$ cat config.mk
export PLATFORM = sky130hd
export DESIGN_NAME = phase_timer
export DESIGN_NICKNAME = d
export VERILOG_FILES = /design/src/rtl/phase_timer_pkg.sv /design/src/rtl/bcd_to_7seg.sv /design/src/rtl/phase_timer.sv
export SDC_FILE = /design/constraint.sdc
export NUM_CORES = 1
export LEC_CHECK = 0
export ABC_AREA = 1
export CAP_MARGIN = 25
export CORE_MARGIN = 2
export CORE_UTILIZATION = 55
export CTS_CLUSTER_SIZE = 14
export DETAILED_ROUTE_END_ITERATION = 16
export GPL_ROUTABILITY_DRIVEN = 0
export PLACE_DENSITY = 0.8
export SYNTH_ARGS = -nofsm -noshare
export SYNTH_HDL_FRONTEND = slang
export SYNTH_SLANG_ARGS = --single-unit
$ cat constraint.sdc
create_clock -name clk50M -period 2.5 [get_ports clk50M]
set_input_delay 0.25 -clock clk50M [delete_from_list [all_inputs] [get_ports clk50M]]
set_output_delay 0.25 -clock clk50M [all_outputs]
set_load 0.02 [all_outputs]
$ cat src/rtl/phase_timer_pkg.sv
// Shared constants, state type and BCD helpers for phase_timer.
package phase_timer_pkg;

  localparam int unsigned MAX_SEC = 99;

  // Active-low segments, bit order {g,f,e,d,c,b,a}
  localparam logic [6:0] SEG_BLANK = 7'h7F;
  localparam logic [6:0] SEG_0     = 7'h40;
  localparam logic [6:0] SEG_1     = 7'h79;
  localparam logic [6:0] SEG_2     = 7'h24;
  localparam logic [6:0] SEG_3     = 7'h30;
  localparam logic [6:0] SEG_4     = 7'h19;
  localparam logic [6:0] SEG_5     = 7'h12;
  localparam logic [6:0] SEG_6     = 7'h02;
  localparam logic [6:0] SEG_7     = 7'h78;
  localparam logic [6:0] SEG_8     = 7'h00;
  localparam logic [6:0] SEG_9     = 7'h10;

  typedef enum logic [0:0] {StIdle, StRun} state_e;

  // Saturates to MAX_SEC, then splits into tens/ones BCD digits.
  function automatic logic [7:0] sec_to_bcd(input logic [6:0] sec);
    logic [6:0] s;
    s = (sec > 7'(MAX_SEC)) ? 7'(MAX_SEC) : sec;
    return {4'(s / 7'd10), 4'(s % 7'd10)};
  endfunction

  function automatic logic [7:0] bcd_dec(input logic [7:0] bcd);
    logic [7:0] r;
    if (bcd[3:0] == 4'd0) begin
      r = {bcd[7:4] - 4'd1, 4'd9};
    end else begin
      r = {bcd[7:4], bcd[3:0] - 4'd1};
    end
    return r;
  endfunction

endpackage

$ cat src/rtl/bcd_to_7seg.sv
// Single BCD digit to active-low seven-segment pattern; non-digits blank.
module bcd_to_7seg
  import phase_timer_pkg::*;
(
  input  logic [3:0] bcd,
  output logic [6:0] seg
);

  always_comb begin
    seg = SEG_BLANK;
    case (bcd)
      4'd0:    seg = SEG_0;
      4'd1:    seg = SEG_1;
      4'd2:    seg = SEG_2;
      4'd3:    seg = SEG_3;
      4'd4:    seg = SEG_4;
      4'd5:    seg = SEG_5;
      4'd6:    seg = SEG_6;
      4'd7:    seg = SEG_7;
      4'd8:    seg = SEG_8;
      4'd9:    seg = SEG_9;
      default: seg = SEG_BLANK;
    endcase
  end

endmodule

$ cat src/rtl/phase_timer.sv
// BCD seconds countdown timer with pause and prescaled tick.
// Define PHASE_TIMER_HEX_EN to drive registered seven-segment outputs.
module phase_timer
  import phase_timer_pkg::*;
#(
  parameter int unsigned CLK_HZ  = 50000000,
  parameter int unsigned TICK_HZ = 1
) (
  input  logic       clk50M,
  input  logic       Reset,
  input  logic       load,
  input  logic [6:0] load_sec,
  input  logic       pause,
  output logic       busy,
  output logic       done,
  output logic       tick,
  output logic [7:0] sec_bcd,
  output logic [6:0] HEX_T,
  output logic [6:0] HEX_O
);

  localparam int unsigned DIV = CLK_HZ / TICK_HZ;
  localparam int unsigned PW  = (DIV > 2) ? $clog2(DIV) : 1;
  localparam logic [PW-1:0] PRESC_MAX = PW'(DIV - 1);

  state_e        state_q, state_d;
  logic [PW-1:0] presc_q, presc_d;
  logic [7:0]    sec_q, sec_d;
  logic          done_q, done_d;
  logic [7:0]    load_bcd;
  logic          tick_int;

  assign load_bcd = sec_to_bcd(load_sec);
  assign tick_int = (state_q == StRun) && !pause && (presc_q == PRESC_MAX);

  always_comb begin
    state_d = state_q;
    presc_d = presc_q;
    sec_d   = sec_q;
    done_d  = 1'b0;
    // load beats a coincident tick, so no decrement happens on that cycle
    if (load) begin
      presc_d = '0;
      sec_d   = load_bcd;
      if (load_bcd == 8'h00) begin
        state_d = StIdle;
        done_d  = 1'b1;
      end else begin
        state_d = StRun;
      end
    end else if ((state_q == StRun) && !pause) begin
      if (tick_int) begin
        presc_d = '0;
        sec_d   = bcd_dec(sec_q);
        if (sec_q == 8'h01) begin
          state_d = StIdle;
          done_d  = 1'b1;
        end
      end else begin
        presc_d = presc_q + 1'b1;
      end
    end
  end

  always_ff @(posedge clk50M or negedge Reset) begin
    if (!Reset) begin
      state_q <= StIdle;
      presc_q <= '0;
      sec_q   <= 8'h00;
      done_q  <= 1'b0;
    end else begin
      state_q <= state_d;
      presc_q <= presc_d;
      sec_q   <= sec_d;
      done_q  <= done_d;
    end
  end

  assign busy    = (state_q == StRun);
  assign done    = done_q;
  assign tick    = tick_int;
  assign sec_bcd = sec_q;

`ifdef PHASE_TIMER_HEX_EN
  logic [6:0] seg_t, seg_o;
  logic [6:0] hex_t_q, hex_o_q;

  bcd_to_7seg u_seg_t (
    .bcd (sec_q[7:4]),
    .seg (seg_t)
  );

  bcd_to_7seg u_seg_o (
    .bcd (sec_q[3:0]),
    .seg (seg_o)
  );

  always_ff @(posedge clk50M or negedge Reset) begin
    if (!Reset) begin
      hex_t_q <= SEG_BLANK;
      hex_o_q <= SEG_BLANK;
    end else begin
      hex_t_q <= seg_t;
      hex_o_q <= seg_o;
    end
  end

  assign HEX_T = hex_t_q;
  assign HEX_O = hex_o_q;
`else
  assign HEX_T = SEG_BLANK;
  assign HEX_O = SEG_BLANK;
`endif

endmodule
==> results.ini <==
[run_status]
status = finished, violations left
violations = setup timing

[sta]
hold_viol_final = 0
min_period_over_period = 1.07
worstMarginPinSlew_ns = 0.534
hold_ws_ns = 0.369
fin_crit_ns = 2.69
fmax_ghz = 0.372
fin_skew_ns = 0.0129
drv_slew = 0
setup_violations = 6
maxSlewHeadroom = 0.639
rsz0062_at_grt = true
fin_ws_ns = -0.187

[synthesis]
yosysTopAreaCell = dfrtp_1
async_flop_share = 1.00
synth-edff-count = 0
synthTopCellsByArea = dfrtp_1, inv_1, nand2_1
synth_flop_cell = dfrtp_1
yosys_warnings = 0
ys_ff_latch = 36
synth_cell_type_count = 37
netlist_area_um2 = 2600
synth_commonest_cells = inv_1, nand2_1, nor2_1, dfrtp_1, nand3_1
synthCells = 367
syn_area_per_cell_um2 = 7.09
yosysTopAreaCellShare = 0.346
synth.most_common_cell = inv_1
synth-seq-area-share = 0.346

[place]
port_buffers = 21
placed_area_um2 = 3130
dp_hpwl_um = 4510

[clocking]
insertion_delay_ns = 0.29
cts.path.max_buffers = 2
cts_root_buf = clkbuf_8
cts_tree = done
cts-buffers-inserted = 5
clock_sinks = 36
cts_max_level = 2
hold_buffers = 0
path_clk_slew_ns = 0.07

[setup_path]
cpMostUsedCell = nand2_2
crit_required_ns = 2.66
arrival_ns = 2.85
path_class = primary input to register
slowest_stage = ha_4
cpPeakStageDelay_ns = 0.16
cp_max_fo = 4
cp-start-kind = primary input
critPathCaptureType = register

[global_route]
grt_pass1_wl_um = 10500
gr-total-overflow = 0
antenna_found_initial = 0
grt_max_degree = 37
grt_pass1_vias = 2482
grt_use_total = 0.251

[drt]
drc = 0
vias_per_cell = 5.23
first_iter_violations = 163
vias = 2548
wl_um = 6430
wl_per_cell_um = 13.2
detail_route.first_pass.iterations = 4
final_antenna_net_count = 0

[flow_run]
drv_cap = 0

[finish]
fill_cells = 357
design_area_um2 = 3400
area_growth_pct = 30.6
nets = 449
drive_gt1_frac = 0.263
n_antenna_cell = 0
utilization = 0.734

[power_and_ir_drop]
powerDensity_nw_per_um2 = 582
total_leakage_power_nw = 1.60
worst_ir_drop_vdd_mv = 0.334
power_w = 0.00198

[floorplanning]
die_h_um = 72.8
core_um2 = 4630
boundaryPins = 36
fp-row-count = 25
start_util = 0.562
die_w_um = 72.8
die-area_um2 = 5300

[worst_hold_path]
hold_class = primary input to asynchronous set/reset pin

==> stage by stage <==
step | setup slack (ns) | instances | TNS (ns)
2_1_floorplan | -0.208 | 380 | -0.921
3_3_place_gp | -0.760 | 473 | -4.67
3_5_place_dp | -0.917 | 473 | -5.66
4_1_cts | 0.00144 | 484 | 0
5_1_grt | -0.308 | 487 | -1.70
6_report | -0.187 | 487 | -0.970
==> flip-flops by register name, indices dropped and copies added, names as in the netlist <==
register and count:
sec_bcd 8, presc_q 26, busy 1, done 1
==> logic make-up (layout without fill, tap and decap cells) <==
group                      after synthesis  count (layout)  share of synthesized area
and+or+nand+nor                        174             174                      0.324
buffers and inverters                   88             141                      0.153
AOI/OAI and AO/OA                       57              57                      0.129
DFF                                     36              36                      0.346
adders and majority gates                6               6                     0.0289
xor gates and xnor gates                 5               5                     0.0168
other                                    1              14                    0.00144
==> report_power, final <==
group	total, W	switching, W	internal [W]	leakage [nW]
Combinational	0.000733	0.000424	0.000309	1.05
Sequential	0.000687	0.0000529	0.000634	0.482
Clock	0.000557	0.000205	0.000352	0.0645
Total	0.00198	0.000682	0.00130	1.60
==> worst max-delay path, delay by kind of cell <==
kind / cells / cell delay, ns
AND/OR/NAND/NOR: 17 / 1.46
AO/OA/AOI/OAI: 2 / 0.22
adder cells (fa/ha/maj): 2 / 0.29
buffers and inverters: 6 / 0.65
==> layout make-up <==
type                       instances  area (um^2)  share of cell area
timing repair buffer              63          523               0.154
tap                               54         67.6              0.0199
multi-input combinational        256         1500               0.443
sequential                        36          901               0.265
clock buffer                       7         96.3              0.0284
inverter                          70          277              0.0814
clock inverter                     1         30.0             0.00884
==> worst paths after layout <==
path                                              start                 endpoint  cells past startpoint  slack, ns
worst min-delay path                              Reset   presc_q[8]$_DFFE_PN0P_                      2       0.37
worst max-delay path                        load_sec[6]           done$_DFF_PN0_                     27      -0.19
worst max register to register  presc_q[12]$_DFFE_PN0P_  presc_q[14]$_DFFE_PN0P_                     12       0.27
worst min register to register  presc_q[22]$_DFFE_PN0P_  presc_q[22]$_DFFE_PN0P_                      2       0.54
max in group asynchronous                         Reset         busy$_DFFE_PN0P_                      2       1.80
min in group clk50M             presc_q[22]$_DFFE_PN0P_  presc_q[22]$_DFFE_PN0P_                      2       0.54
==> layout by cell type, fill, tap and decap left out, types with 3 or more instances in the layout <==
cell type / synthesis / routed
clkbuf_8: 0 / 7
o211ai_1: 3 / 3
ha_1: 6 / 3
nand2_1: 57 / 48
nor3_1: 13 / 13
ha_4: 0 / 3
nand4_1: 5 / 5
conb_1: 1 / 14
dlygate4sd2_1: 0 / 3
inv_2: 5 / 11
nand3_4: 0 / 4
o21ai_0: 19 / 17
nor2_2: 7 / 6
dfrtp_1: 36 / 36
nor2_4: 1 / 3
nand3_2: 4 / 4
buf_4: 14 / 42
o21ai_1: 4 / 6
nand2_2: 12 / 18
inv_1: 64 / 58
clkdlybuf4s50_1: 0 / 15
nand3_1: 21 / 17
nor4_1: 5 / 5
nor2_1: 42 / 41
xor2_1: 5 / 5
nand2_4: 3 / 5
a21oi_1: 20 / 20
==> per-layer routing <==
| metal | GRT usage | wire [um] | share of wire | up-vias |
|---|---|---|---|---|
| li1 | - | - | - | 1276 |
| met1 | 0.299 | 2730 | 0.42 | 1189 |
| met2 | 0.434 | 3290 | 0.51 | 70 |
| met3 | 0.0483 | 266 | 0.041 | 13 |
| met4 | 0.115 | 147 | 0.023 | 0 |
| met5 | 0 | 0 | 0 | - |
==> what timing repair did <==
item / in CTS / in global routing
resized for setup: 32 / 11
pin swaps: 21 / 14
setup buffers: 3 / 3
endpoints found under the setup margin: 8 / 8
Power figures use the tool's default switching activity.
